===== config.mk =====
export PLATFORM = sky130hd
export DESIGN_NAME = bank_conflict_scheduler_flat
export DESIGN_NICKNAME = d
export VERILOG_FILES = /design/src/rtl/bank_conflict_scheduler_if.sv /design/src/rtl/bank_conflict_scheduler.sv /design/src/flat_wrapper.sv
export SDC_FILE = /design/constraint.sdc
export NUM_CORES = 1
export LEC_CHECK = 0
export ABC_CLOCK_PERIOD_IN_PS = 3860
export CAP_MARGIN = 20
export CORE_AREA = 2 2 232 234
export CTS_CLUSTER_DIAMETER = 80
export DETAILED_ROUTE_END_ITERATION = 7
export DIE_AREA = 0 0 234 236
export PLACE_DENSITY = 0.61
export SLEW_MARGIN = 0
export SYNTH_ARGS = -nofsm -noshare
export SYNTH_HDL_FRONTEND = slang
export SYNTH_SLANG_ARGS = --single-unit

===== constraint.sdc =====
create_clock -name clk -period 3.86 [get_ports clk]
set_input_delay 0.772 -clock clk [delete_from_list [all_inputs] [get_ports clk]]
set_output_delay 0.772 -clock clk [all_outputs]
set_load 0.03 [all_outputs]

===== src/rtl/bank_conflict_scheduler_if.sv =====
// Operand-scheduler bus: request handshake, bank steal inputs, per-bank
// memory address/enable/data lines and the captured-operand handshake.
// The master side issues requests and models memory; the slave side is
// the scheduler.
interface bank_conflict_scheduler_if #(
   parameter int ADDR_WIDTH = 12
);
   logic                       req_valid;
   logic                       req_ready;
   logic [2:0]                 req_mask;
   logic [ADDR_WIDTH+1:0]      a_addr;
   logic [ADDR_WIDTH+1:0]      b_addr;
   logic [ADDR_WIDTH+1:0]      c_addr;
   logic                       ctrl_req;
   logic [ADDR_WIDTH-1:0]      ctrl_addr;
   logic                       uinst_req;
   logic [ADDR_WIDTH-1:0]      uinst_addr;
   logic [4*ADDR_WIDTH-1:0]    bank_addr;
   logic [3:0]                 bank_en;
   logic [4*64-1:0]            bank_rd_data;
   logic                       op_valid;
   logic                       op_ready;
   logic [63:0]                a_data;
   logic [63:0]                b_data;
   logic [63:0]                c_data;
   logic [15:0]                stall_cnt;

   modport master (
      output req_valid, req_mask, a_addr, b_addr, c_addr,
             ctrl_req, ctrl_addr, uinst_req, uinst_addr,
             bank_rd_data, op_ready,
      input  req_ready, bank_addr, bank_en, op_valid,
             a_data, b_data, c_data, stall_cnt
   );

   modport slave (
      input  req_valid, req_mask, a_addr, b_addr, c_addr,
             ctrl_req, ctrl_addr, uinst_req, uinst_addr,
             bank_rd_data, op_ready,
      output req_ready, bank_addr, bank_en, op_valid,
             a_data, b_data, c_data, stall_cnt
   );
endinterface


===== src/rtl/bank_conflict_scheduler.sv =====
// Bank conflict scheduler: fetches up to three operands (A/B/C) from a
// four-bank scratch memory, serialising reads that collide on a bank and
// yielding bank 0 to the control port and bank 2 to the micro-instruction
// fetch whenever they ask. Bank index is the top two operand address bits.
// Optional feature macro: BANK_CONFLICT_STATS_EN (stall cycle counter).
module bank_conflict_scheduler #(
   parameter int ADDR_WIDTH = 12,
   parameter int RD_LAT     = 1
) (
   input  logic                    clk,
   input  logic                    rst_n,
   bank_conflict_scheduler_if.slave bus
);

   localparam int OPW  = ADDR_WIDTH + 2;
   localparam int OP_A = 0;
   localparam int OP_B = 1;
   localparam int OP_C = 2;

   typedef enum logic [1:0] {
      S_IDLE,
      S_ISSUE,
      S_WAIT,
      S_DONE
   } state_t;

   state_t                   state_q, state_d;
   logic [2:0]               pending_q, pending_d;
   logic [2:0][OPW-1:0]      addr_q;
   logic [2:0][63:0]         data_q;
   logic [RD_LAT-1:0][2:0]   ret_q;

   logic                     accept;
   logic                     ret_empty;
   logic [3:0]               ovr_en;
   logic [3:0][ADDR_WIDTH-1:0] ovr_addr;
   logic [3:0]               bank_avail;
   logic [3:0]               pick_valid;
   logic [3:0][OPW-1:0]      pick_addr;
   logic [2:0]               issue;
   logic [2:0][63:0]         ret_word;

   // Steal sources: control port owns bank 0, micro-instruction fetch bank 2
   assign ovr_en     = {1'b0, bus.uinst_req, 1'b0, bus.ctrl_req};
   assign ovr_addr   = {{ADDR_WIDTH{1'b0}}, bus.uinst_addr,
                        {ADDR_WIDTH{1'b0}}, bus.ctrl_addr};
   assign bank_avail = ~ovr_en;
   assign ret_empty  = (ret_q == '0);

   genvar gi;

   // Per-bank arbitration (B > A > C) and bank port driving; steals win
   generate
      for (gi = 0; gi < 4; gi++) begin : g_bank
         logic hit_a, hit_b, hit_c;
         assign hit_a = pending_q[OP_A] && (addr_q[OP_A][OPW-1:ADDR_WIDTH] == 2'(gi));
         assign hit_b = pending_q[OP_B] && (addr_q[OP_B][OPW-1:ADDR_WIDTH] == 2'(gi));
         assign hit_c = pending_q[OP_C] && (addr_q[OP_C][OPW-1:ADDR_WIDTH] == 2'(gi));
         assign pick_valid[gi] = (state_q == S_ISSUE) && bank_avail[gi]
                                 && (hit_a || hit_b || hit_c);
         assign pick_addr[gi]  = hit_b ? addr_q[OP_B]
                               : (hit_a ? addr_q[OP_A] : addr_q[OP_C]);
         assign bus.bank_en[gi] = ovr_en[gi] | pick_valid[gi];
         assign bus.bank_addr[gi*ADDR_WIDTH +: ADDR_WIDTH] =
            ovr_en[gi]     ? ovr_addr[gi] :
            pick_valid[gi] ? pick_addr[gi][ADDR_WIDTH-1:0] : {ADDR_WIDTH{1'b0}};
      end
   endgenerate

   // Per-operand issue: an operand goes out when its bank's winner carries
   // the same full address (covers both the winner and shared reads)
   generate
      for (gi = 0; gi < 3; gi++) begin : g_op
         logic [1:0] bank_sel;
         assign bank_sel     = addr_q[gi][OPW-1:ADDR_WIDTH];
         assign issue[gi]    = pending_q[gi] && pick_valid[bank_sel]
                               && (addr_q[gi] == pick_addr[bank_sel]);
         assign ret_word[gi] = bus.bank_rd_data[{bank_sel, 6'd0} +: 64];
      end
   endgenerate

   // Next-state and handshake outputs
   always_comb begin
      state_d       = state_q;
      pending_d     = pending_q;
      accept        = 1'b0;
      bus.req_ready = 1'b0;
      bus.op_valid  = 1'b0;
      case (state_q)
         S_IDLE: begin
            bus.req_ready = 1'b1;
            if (bus.req_valid) begin
               accept    = 1'b1;
               pending_d = bus.req_mask;
               state_d   = (bus.req_mask == 3'b000) ? S_DONE : S_ISSUE;
            end
         end
         S_ISSUE: begin
            pending_d = pending_q & ~issue;
            if (pending_d == 3'b000) begin
               state_d = S_WAIT;
            end
         end
         S_WAIT: begin
            if (ret_empty) begin
               state_d = S_DONE;
            end
         end
         S_DONE: begin
            bus.op_valid = 1'b1;
            if (bus.op_ready) begin
               state_d = S_IDLE;
            end
         end
         default: state_d = S_IDLE;
      endcase
   end

   // State, pending set, latched addresses and return pipeline
   always_ff @(posedge clk or negedge rst_n) begin
      if (!rst_n) begin
         state_q   <= S_IDLE;
         pending_q <= '0;
         addr_q    <= '0;
         ret_q     <= '0;
      end else begin
         state_q   <= state_d;
         pending_q <= pending_d;
         if (accept) begin
            addr_q <= {bus.c_addr, bus.b_addr, bus.a_addr};
         end
         ret_q[0] <= issue;
         for (int i = 1; i < RD_LAT; i++) begin
            ret_q[i] <= ret_q[i-1];
         end
      end
   end

   // Operand registers: cleared when masked off, loaded when their read returns
   always_ff @(posedge clk or negedge rst_n) begin
      if (!rst_n) begin
         data_q <= '0;
      end else begin
         for (int i = 0; i < 3; i++) begin
            if (accept && !bus.req_mask[i]) begin
               data_q[i] <= '0;
            end else if (ret_q[RD_LAT-1][i]) begin
               data_q[i] <= ret_word[i];
            end
         end
      end
   end

   assign bus.a_data = data_q[OP_A];
   assign bus.b_data = data_q[OP_B];
   assign bus.c_data = data_q[OP_C];

`ifdef BANK_CONFLICT_STATS_EN
   logic [15:0] stall_cnt_q;
   logic        stall_evt;

   assign stall_evt = (state_q == S_ISSUE) && ((pending_q & ~issue) != 3'b000);

   // Saturating count of issue cycles that left an operand waiting
   always_ff @(posedge clk or negedge rst_n) begin
      if (!rst_n) begin
         stall_cnt_q <= '0;
      end else if (stall_evt && (stall_cnt_q != 16'hFFFF)) begin
         stall_cnt_q <= stall_cnt_q + 16'd1;
      end
   end

   assign bus.stall_cnt = stall_cnt_q;
`else
   assign bus.stall_cnt = 16'd0;
`endif

endmodule


===== src/flat_wrapper.sv =====
// flat-port wrapper written by rule: the top's interface ports become plain ports
module bank_conflict_scheduler_flat 
#(
   parameter int ADDR_WIDTH = 12,
   parameter int RD_LAT     = 1
)
  (clk, rst_n, bus_req_valid, bus_req_mask, bus_a_addr, bus_b_addr, bus_c_addr, bus_ctrl_req, bus_ctrl_addr, bus_uinst_req, bus_uinst_addr, bus_bank_rd_data, bus_op_ready, bus_req_ready, bus_bank_addr, bus_bank_en, bus_op_valid, bus_a_data, bus_b_data, bus_c_data, bus_stall_cnt);
  bank_conflict_scheduler_if #(.ADDR_WIDTH(ADDR_WIDTH)) bus_i ();
  input  logic clk;
  input  logic rst_n;
  input wire logic [$bits(bus_i.req_valid)-1:0] bus_req_valid;
  input wire logic [$bits(bus_i.req_mask)-1:0] bus_req_mask;
  input wire logic [$bits(bus_i.a_addr)-1:0] bus_a_addr;
  input wire logic [$bits(bus_i.b_addr)-1:0] bus_b_addr;
  input wire logic [$bits(bus_i.c_addr)-1:0] bus_c_addr;
  input wire logic [$bits(bus_i.ctrl_req)-1:0] bus_ctrl_req;
  input wire logic [$bits(bus_i.ctrl_addr)-1:0] bus_ctrl_addr;
  input wire logic [$bits(bus_i.uinst_req)-1:0] bus_uinst_req;
  input wire logic [$bits(bus_i.uinst_addr)-1:0] bus_uinst_addr;
  input wire logic [$bits(bus_i.bank_rd_data)-1:0] bus_bank_rd_data;
  input wire logic [$bits(bus_i.op_ready)-1:0] bus_op_ready;
  output wire logic [$bits(bus_i.req_ready)-1:0] bus_req_ready;
  output wire logic [$bits(bus_i.bank_addr)-1:0] bus_bank_addr;
  output wire logic [$bits(bus_i.bank_en)-1:0] bus_bank_en;
  output wire logic [$bits(bus_i.op_valid)-1:0] bus_op_valid;
  output wire logic [$bits(bus_i.a_data)-1:0] bus_a_data;
  output wire logic [$bits(bus_i.b_data)-1:0] bus_b_data;
  output wire logic [$bits(bus_i.c_data)-1:0] bus_c_data;
  output wire logic [$bits(bus_i.stall_cnt)-1:0] bus_stall_cnt;
  assign bus_i.req_valid = bus_req_valid;
  assign bus_i.req_mask = bus_req_mask;
  assign bus_i.a_addr = bus_a_addr;
  assign bus_i.b_addr = bus_b_addr;
  assign bus_i.c_addr = bus_c_addr;
  assign bus_i.ctrl_req = bus_ctrl_req;
  assign bus_i.ctrl_addr = bus_ctrl_addr;
  assign bus_i.uinst_req = bus_uinst_req;
  assign bus_i.uinst_addr = bus_uinst_addr;
  assign bus_i.bank_rd_data = bus_bank_rd_data;
  assign bus_i.op_ready = bus_op_ready;
  assign bus_req_ready = bus_i.req_ready;
  assign bus_bank_addr = bus_i.bank_addr;
  assign bus_bank_en = bus_i.bank_en;
  assign bus_op_valid = bus_i.op_valid;
  assign bus_a_data = bus_i.a_data;
  assign bus_b_data = bus_i.b_data;
  assign bus_c_data = bus_i.c_data;
  assign bus_stall_cnt = bus_i.stall_cnt;
  bank_conflict_scheduler #(.ADDR_WIDTH(ADDR_WIDTH), .RD_LAT(RD_LAT)) u_core (.clk(clk), .rst_n(rst_n), .bus(bus_i));
endmodule

==> key figures, run 1 <==
Drt
  • # DRC: 0
  • Drt pass-1 iters: 5
  • Detailed Route WL: 79.1 mm
  • DRT iter0 DRCs: 1351
  • Drt wl/cell: 29.8 µm
  • Post-DRT Antenna Nets: 0
  • Total number of vias: 16168
  • Vias per cell: 6.09

Critical path
  • CP max stage delay: 0.67 ns
  • Worst path arrival time: 3.00 ns
  • Crit Path Class: reg -> out
  • Crit Reg-Reg Endpoint: u_core.state_q[1]
  • Crit Path Max Fanout: 25
  • Startpoint Class: flop
  • Slowest-stage cell, CP: clkdlybuf4s50_1
  • CP cell instances: buf_12, nand3b_4, o211ai_1, nand2_1, buf_4, inv_1, clkdlybuf4s50_1
  • R2R Setup Slk: 0.34 ns
  • Worst Path Required: 3.09 ns
  • Buf+Inv Stages, Crit Path: 4
  • Crit path capture type: primary output
  • Family with the most delay on the worst path: buffers and inverters
  • Reg2reg path depth: 10
  • Critical path launch point: u_core.addr_q[13]
  • RR Startpoint: u_core.addr_q[27]

Layout
  • Share of layout cells above drive strength 1: 23.1%
  • Layout filler cell count: 4770
  • Final core utilization: 47.1%
  • Final std cells w/o fill: 2656
  • Area growth, synth to finish: 45.6%
  • Final net count: 2269

Timing
  • Max-slew violation total from the final report: 0
  • Tmin final: 3.77 ns
  • Peak Freq: 265 MHz
  • WHS: 0.177 ns
  • Worst-Margin Slew: 1.03 ns
  • Slew headroom: 31.1%
  • Fin crit share: 97.7%
  • Clock skew: 0.0175 ns
  • Final worst setup slack: 0.0903 ns
  • Final setup viols: 0
  • Hold Fails Final Rpt: 0

Clock tree
  • Worst-Skew Late Latency: 0.60 ns
  • Clock tree root driver cell: clkbuf_16
  • TritonCTS clock tree: built
  • Num CTS Buffers: 31
  • Clock transition at path regs: 0.06 ns
  • Clk buf depth: 3
  • Cts hold-fix bufs: 0
  • CTS sink cnt: 242
  • H-tree depth: 1

Floorplanning
  • Placeable core area: 53100 µm²
  • Die width: 234 µm
  • Cell Rows: 85
  • DIE AREA: 55200 µm²
  • Initial Util: 32.3%
  • Top Ports: 593
  • Die extent in y: 236 µm

Placement
  • Place WS: 0.251 ns
  • Post-Place Cells: 2594
  • Port bufs: 576
  • GPL Wtd Cong: 0.996
  • Post-detail-place hpwl: 57.2 mm

Global routing
  • First-pass GRT wire length: 115 mm
  • Gr ovfl total: 0
  • Met1 GRT Util: 35.8%
  • Initial antenna violation count: 8
  • GR peak layer: met2
  • Total track usage: 27.9%
  • Vias in the first global route: 16393
  • Largest net degree at the start of global routing: 74
  • Met3 Use GR: 6.18%
  • Met2 Track Usage GR: 46.3%

Power
  • Leak: 10.1 nW
  • Total Power: 18.5 mW
  • VDD IR max: 0.449 mV
  • PD cells: 739 nW/µm²

Logic synthesis
  • Commonest cells post-synth: dfrtp_1, a22o_1, mux4_2
  • Yosys warns: 0
  • Most used DFF post-synth: dfrtp_1
  • Synth Cell Area: 17200 µm²
  • Mean area per synthesized cell: 12.2 µm²
  • Distinct cells, synth: 80
  • Most common cell in the synthesized netlist: dfrtp_1
  • Number of flops mapped to enable cells by yosys: 0
  • Cells after Synth: 1410
  • Share of the synthesized area in the top cell type: 35.3%
  • Area leader, netlist: dfrtp_1
  • FFs w/ async S/R, synth: 100%
  • Register area share after synthesis: 35.3%
  • Synth Register Bits: 242
  • Largest cells by area after synthesis: dfrtp_1, mux4_2, a22o_1

Run
  • Max Cap Viol: 0

Status
  • Status: finished, final reports clean

Worst hold path
  • Hold/Removal Path Class: in -> async
[power breakdown]
part	internal (mW)	switching [mW]
Clock	1.75	1.23
Sequential	3.16	1.02
Combinational	5.20	6.10
Total	10.1	8.35
[per-stage QoR]
step	TNS (ns)	instance area, µm²
4_1_cts	-0.0450	24900
2_1_floorplan	0	17200
3_5_place_dp	0	23900
3_3_place_gp	0	23800
5_1_grt	-0.000426	25000
6_report	0	25000
[worst register-to-register path, delay by kind of cell, from the launching register on]
kind / cells / cell delay [ns]
buffers and inverters: 1 / 0.20
flip-flops: 1 / 0.57
XOR/XNOR: 1 / 0.19
AO/OA/AOI/OAI: 3 / 0.86
AND/OR/NAND/NOR: 5 / 1.60
[worst max-delay path by stage]
stage	slack, ns	endpoint	cells past startpoint
after floorplan	0.75	bus_bank_addr[30]	6
after CTS	-0.02	bus_bank_addr[26]	6
final	0.09	bus_bank_en[1]	7
after detailed placement	0.25	u_core.state_q[1]	10
after global placement	0.22	bus_bank_addr[40]	6
after global routing	-0.0004	bus_bank_addr[0]	6
[state kept, by name, indices dropped and copies added (netlist names)]
signal,flops
u_core.bus.c_data,64
u_core.state_q,2
u_core.addr_q,42
u_core.bus.b_data,64
u_core.ret_q,3
u_core.pending_q,3
u_core.bus.a_data,64
[cells by family after synthesis]
| group | synth area share, % |
|---|---|
| AO/OA/AOI/OAI | 19.8 |
| XOR/XNOR | 1.32 |
| adder cells (fa/ha/maj) | 0.292 |
| buffers and inverters | 5.40 |
| flip-flops | 35.3 |
| multiplexers | 29.6 |
| other | 0.0219 |
| AND/OR/NAND/NOR | 8.22 |
[timing repair]
action / CTS / global route
setup endpoints to repair: 32 / 11
pin swaps: 1 / 0
setup buffers: 2 / 1
gates resized for setup: 26 / 10
[per-layer routing]
metal  wire length [µm]  share of wire (%)
met3               7000                8.9
met5                 60              0.076
met4               3190                4.0
met1              30400                 38
met2              38500                 49
[layout by cell type (no fill, tap or decap), types with 13 or more instances in the layout]
cell type and n:
buf_4 91, o21ai_0 38, a22o_1 197, nand2_1 56, a21oi_1 25, clkdlybuf4s50_1 527, mux2i_1 14, mux2_2 51
nor2_1 50, conb_1 16, a211oi_1 24, mux4_2 194, xor2_1 13, dlygate4sd2_1 14, buf_12 18, inv_1 22
dfrtp_1 236, o41ai_1 13, o211ai_1 15, nor3_1 26, clkbuf_16 31
[area by class of cell]
cell class / count / area [µm²] / area share, %
tap: 696 / 871 / 3.48
inverter: 22 / 82.6 / 0.330
timing repair buffer: 660 / 6570 / 26.3
sequential: 242 / 6080 / 24.3
antenna: 5 / 12.5 / 0.0501
clock buffer: 45 / 898 / 3.60
clock inverter: 9 / 130 / 0.521
multi-input combinational: 977 / 10300 / 41.4
No activity file was read; power rests on OpenSTA's default activity.
==> run 2: changes to the inputs <==
Settings changed: CORE_AREA 2 2 232 234 to default, CORE_MARGIN from default to 2, CORE_UTILIZATION from default to 25, DIE_AREA 0 0 234 236 to default, PLACE_DENSITY 0.61 to 0.49.
==> key figures, run 2 (synthesis results as in run 1) <==
Drt
  • Post-DRT Antenna Nets: 0 (unchanged)
  • # DRC: 0 (unchanged)
  • Vias per cell: 5.66 (-6.9%)
  • Drt pass-1 iters: 5 (unchanged)
  • Detailed Route WL: 87.7 mm (+11%)
  • DRT iter0 DRCs: 1266 (-6.3%)
  • Drt wl/cell: 30.7 µm (+3.2%)
  • Total number of vias: 16179 (+0.068%)

Layout
  • Final net count: 2277 (+0.35%)
  • Share of layout cells above drive strength 1: 23.6% (+0.51 points)
  • Commonest non-fill, non-tap cell in the layout: clkdlybuf4s50_1
  • Final core utilization: 37.2% (-9.9 points)
  • Final Cell Area: 25400 µm² (+1.7%)
  • Area growth, synth to finish: 48.0%
  • Most frequent cells in the layout: clkdlybuf4s50_1, dfrtp_1, a22o_1
  • Layout filler cell count: 6706 (+41%)
  • Final std cells w/o fill: 2856 (+7.5%)

Floorplanning
  • Placeable core area: 68200 µm² (+29%)
  • Cell Rows: 96 (+13%)
  • Die width: 266 µm (+14%)
  • DIE AREA: 70800 µm² (+28%)
  • Die extent in y: 266 µm (+13%)
  • Top Ports: 593 (unchanged)
  • Initial Util: 25.2% (-7.2 points)

Clock tree
  • TritonCTS clock tree: built
  • Worst-Skew Late Latency: 0.55 ns (-0.05 ns)
  • H-tree depth: 2 (+1)
  • CTS sink cnt: 242 (unchanged)
  • Clock transition at path regs: 0.06 ns (about the same)
  • Clk buf depth: 3 (unchanged)
  • Cts hold-fix bufs: 0 (unchanged)
  • Clock tree root driver cell: clkbuf_16
  • Num CTS Buffers: 35 (+13%)

Global routing
  • Gr ovfl total: 0 (unchanged)
  • Vias in the first global route: 16913 (+3.2%)
  • Met1 GRT Util: 30.5% (-5.3 points)
  • Met2 Track Usage GR: 39.9% (-6.4 points)
  • First-pass GRT wire length: 126 mm (+9.4%)
  • Largest net degree at the start of global routing: 71 (-4.1%)
  • Initial antenna violation count: 12 (+4)
  • Met3 Use GR: 6.16% (-0.013 points)
  • GR peak layer: met2
  • Total track usage: 24.3% (-3.7 points)

Timing
  • WHS: 0.228 ns (+0.0510 ns)
  • Clock skew: 0.0199 ns (+0.00242 ns)
  • Final setup viols: 0 (unchanged)
  • TNS Setup: 0 ns (unchanged)
  • Final worst setup slack: 0.102 ns (+0.0120 ns)
  • Peak Freq: 266 MHz (+0.32%)
  • Worst-Margin Slew: 0.989 ns (-0.0444 ns)
  • Fin crit share: 97.4% (-0.31 points)
  • Hold Fails Final Rpt: 0 (unchanged)
  • Slew headroom: 33.9% (+2.8 points)
  • Max-slew violation total from the final report: 0 (unchanged)
  • Tmin final: 3.76 ns (-0.0120 ns)

Power
  • Total Power: 19.1 mW (+3.2%)
  • Leak: 10.1 nW (+0.63%)
  • PD cells: 750 nW/µm² (+1.5%)
  • VDD IR max: 0.445 mV (-0.90%)

Critical path
  • Crit Path Class: reg -> reg
  • Worst Path Required: 4.31 ns (+1.22 ns)
  • Startpoint Class: flop
  • RR Startpoint: u_core.addr_q[27]
  • Worst path arrival time: 4.21 ns (+1.21 ns)
  • Critical path launch point: u_core.addr_q[27]
  • R2R Setup Slk: 0.10 ns (-0.24 ns)
  • Crit Path Max Fanout: 15 (-40%)
  • Crit path capture type: flop

Placement
  • Place WS: 0.249 ns (-0.00255 ns)
  • Placed cell area: 24100 µm² (+1.2%)
  • GPL Wtd Cong: 0.966 (-3.1%)
  • Port bufs: 576 (unchanged)
  • Post-Place Cells: 2786 (+7.4%)
  • Post-detail-place hpwl: 64.0 mm (+12%)

Run
  • Max Cap Viol: 0 (unchanged)

Status
  • Status: finished, final reports clean

Worst hold path
  • Hold/Removal Path Class: in -> async
[run 2: cell count changes in the layout (fill, tap and decap cells not counted), sizes merged]
cell,before,now
bufinv,2,1
inv,26,25
clkinv,2,6
diode,5,6
clkinvlp,1,0
dlymetal6s2s,7,9
clkbuf,45,53
clkdlybuf4s50,527,537
buf,112,114
dlygate4sd2,14,4
[run 2: final cells by class]
| type | instances | area (µm²) | area share [%] |
|---|---|---|---|
| Antenna cell | 6 | 15.0 | 0.0591 |
| Tap cell | 882 | 1100 | 4.34 |
| Timing Repair Buffer | 664 | 6620 | 26.1 |
| Clock inverter | 10 | 108 | 0.424 |
| Inverter | 22 | 82.6 | 0.325 |
| Clock buffer | 53 | 1040 | 4.11 |
| Sequential cell | 242 | 6080 | 23.9 |
| Multi-Input combinational cell | 977 | 10300 | 40.7 |
[run 2: layer usage]
| metal | part of all wire (%) | vias to the layer above |
|---|---|---|
| met5 | 0.080 | - |
| met4 | 3.9 | 14 |
| met3 | 7.9 | 181 |
| met2 | 48 | 825 |
| met1 | 40 | 8358 |
| li1 | - | 6801 |
[run 2: final timing paths]
check / endpoint / cells after the start
max: u_core.state_q[1] / 11
min: u_core.bus.a_data[54] / 1
max reg2reg: u_core.state_q[1] / 11
min reg2reg: u_core.bus.c_data[61] / 1
max in group asynchronous: u_core.bus.a_data[43] / 3
min in group clk: u_core.bus.c_data[61] / 1
[run 2: power breakdown]
group	leakage (nW)	switching, mW	internal (mW)	total, mW
combinational	6.31	6.23	5.22	11.5
clock	0.568	1.34	1.95	3.29
sequential	3.27	1.15	3.16	4.31
[run 2: worst max-delay path, cell delays in order (launching register included)]
cell       delay (ns)
dfrtp_4          0.52
buf_4            0.21
nor3b_2          0.29
buf_4            0.31
a221oi_2         0.09
o32ai_1          0.40
xor2_1           0.14
a2111oi_2        0.63
a22oi_1          0.14
or3_4            0.46
and3_1           0.19
nor4_1           0.26
[run 2: timing repair]
action                                  in CTS  in global routing
endpoints found under the setup margin      28                 26
buffers inserted                             1                  0
gates resized for setup                     16                 14
pin swaps                                    0                  1
==> run 3: changes to the inputs <==
Settings changed: TNS_END_PERCENT from default to 20.
==> key figures, run 3 (synthesis results as in run 1) <==
Status
  • Status: finished, final reports clean

Timing
  • Worst-Margin Slew: 0.975 ns (-0.0139 ns)
  • Peak Freq: 260 MHz (-2.4%)
  • WHS: 0.228 ns (+0.000570 ns)
  • Hold Fails Final Rpt: 0 (unchanged)
  • Fin crit share: 99.7% (+2.4 points)
  • Max-slew violation total from the final report: 0 (unchanged)
  • Clock skew: 0.0199 ns (+0.00000540 ns)
  • RSZ-0062 raised after global routing: true
  • Final setup viols: 0 (unchanged)
  • Tmin final: 3.85 ns (+0.0915 ns)
  • Slew headroom: 35.0% (+1.1 points)

Power
  • Leak: 10.1 nW (-0.32%)
  • Sw Pwr: 8.69 mW (-0.32%)
  • Clock share of power: 17.3% (about the same)
  • Sequential Power Share: 22.6% (about the same)
  • Internal Power: 10.3 mW (about the same)
  • VDD IR max: 0.440 mV (-1.2%)
  • PD cells: 749 nW/µm² (-0.12%)
  • Comb pwr share: 60.1% (about the same)
  • Total Power: 19.0 mW (-0.14%)
  • Switching share of power: 45.7% (-0.079 points)

Global routing
  • Initial antenna violation count: 12 (unchanged)
  • First-pass GRT wire length: 126 mm (unchanged)
  • Gr ovfl total: 0 (unchanged)
  • Largest net degree at the start of global routing: 71 (unchanged)
  • Total track usage: 24.3% (unchanged)
  • Vias in the first global route: 16913 (unchanged)

Clock tree
  • Clock tree root driver cell: clkbuf_16
  • CTS sink cnt: 242 (unchanged)
  • Worst-Skew Late Latency: 0.55 ns (about the same)
  • H-tree depth: 2 (unchanged)
  • Num CTS Buffers: 35 (unchanged)
  • Clock transition at path regs: 0.06 ns (about the same)
  • TritonCTS clock tree: built
  • Clk buf depth: 3 (unchanged)

Placement
  • Post-Place Cells: 2786 (unchanged)
  • GPL Wtd Cong: 0.966 (unchanged)
  • Post-detail-place hpwl: 64.0 mm (unchanged)
  • Port bufs: 576 (unchanged)

Critical path
  • Worst path arrival time: 3.08 ns (-1.13 ns)
  • Crit Path Class: reg -> out
  • Reg2reg path depth: 11 (unchanged)
  • R2R Setup Slk: 0.13 ns (+0.03 ns)
  • Worst Path Required: 3.09 ns (-1.22 ns)
  • Crit Path Max Fanout: 18 (+3)
  • Crit path capture type: primary output
  • Crit Reg-Reg Endpoint: u_core.state_q[1]
  • Startpoint Class: flop
  • RR Startpoint: u_core.addr_q[27]

Layout
  • Final core utilization: 37.2% (about the same)
  • Commonest non-fill, non-tap cell in the layout: clkdlybuf4s50_1
  • Most frequent cells in the layout: clkdlybuf4s50_1, dfrtp_1, a22o_1
  • Area growth, synth to finish: 48.0% (about the same)
  • Final std cells w/o fill: 2856 (unchanged)
  • Final net count: 2277 (unchanged)
  • Layout filler cell count: 6708 (+0.030%)
  • Share of layout cells above drive strength 1: 23.6% (unchanged)

Drt
  • Vias per cell: 5.64 (-0.48%)
  • Drt pass-1 iters: 5 (unchanged)
  • Total number of vias: 16101 (-0.48%)
  • Drt wl/cell: 30.7 µm (-0.17%)
  • # DRC: 0 (unchanged)
  • DRT iter0 DRCs: 1276 (+0.79%)
  • Post-DRT Antenna Nets: 0 (unchanged)
  • Detailed Route WL: 87.6 mm (-0.17%)

Floorplanning
  • Initial Util: 25.2% (unchanged)
  • DIE AREA: 70800 µm² (unchanged)
  • Placeable core area: 68200 µm² (unchanged)
  • Die width: 266 µm (unchanged)
  • Cell Rows: 96 (unchanged)
  • Die extent in y: 266 µm (unchanged)
  • Top Ports: 593 (unchanged)

Worst hold path
  • Hold/Removal Path Class: in -> async

Run
  • Max Cap Viol: 0 (unchanged)
run 3: layout make-up:
type,instances,area [µm²],share of cell area (%)
multi-input combinational,977,10300,40.7
timing repair buffer,664,6620,26.1
sequential,242,6080,23.9
tap,882,1100,4.34
clock buffer,53,1040,4.11
clock inverter,10,108,0.424
inverter,22,82.6,0.325
antenna,6,15.0,0.0591
run 3: worst max-delay path, cell delays in order (launching register included):
cell and delay, ns:
dfrtp_4 0.58, buf_4 0.25, nand4b_1 0.21, o211ai_1 0.24
o21ai_0 0.26, o31ai_1 0.26, clkdlybuf4s50_1 0.71
run 3: how the worst max path moves through the flow:
stage          slack, ns           startpoint                end
6_report            0.01    u_core.addr_q[12]  bus_bank_addr[25]
5_1_grt            -0.07    u_core.addr_q[13]  bus_bank_addr[25]
4_1_cts            0.004    u_core.addr_q[13]  bus_bank_addr[12]
3_5_place_dp        0.25  u_core.pending_q[0]  u_core.state_q[1]
3_3_place_gp        0.10    u_core.addr_q[26]  bus_bank_addr[28]
2_1_floorplan       0.75    u_core.state_q[1]  bus_bank_addr[30]
run 3: per-stage QoR:
step | cell area (µm²) | TNS (ns) | setup slack (ns)
floorplan | 17200 | 0 | 0.753
global placement | 24100 | 0 | 0.105
detailed placement | 24100 | 0 | 0.249
CTS | 25300 | 0 | 0.00394
global route | 25400 | -0.0920 | -0.0737
finish | 25400 | 0 | 0.0108
run 3: power by group through the flow:
stage               Sequential [mW]  Clock, mW  Combinational [mW]
finish                         4.30       3.29                11.4
global route                   4.36       3.50                12.1
CTS                            4.27       3.39                11.5
detailed placement             4.33          0                11.3
global placement               4.33          0                11.4
floorplan                      4.26          0                6.93
run 3: timing repair:
item	4_1_cts	5_1_grt
setup buffers	1	0
hold buffers	0	0
endpoints found under the setup margin	28	26
pin swaps	0	0
cloned	0	0
gates resized for setup	16	12
run 3: per-layer routing:
metal  track usage [%]  wire [µm]  vias up
li1                  -          -     6798
met1              30.5      35000     8288
met2              39.9      42000      831
met3              6.16       7100      170
met4              9.64       3370       14
met5                 0         70        -
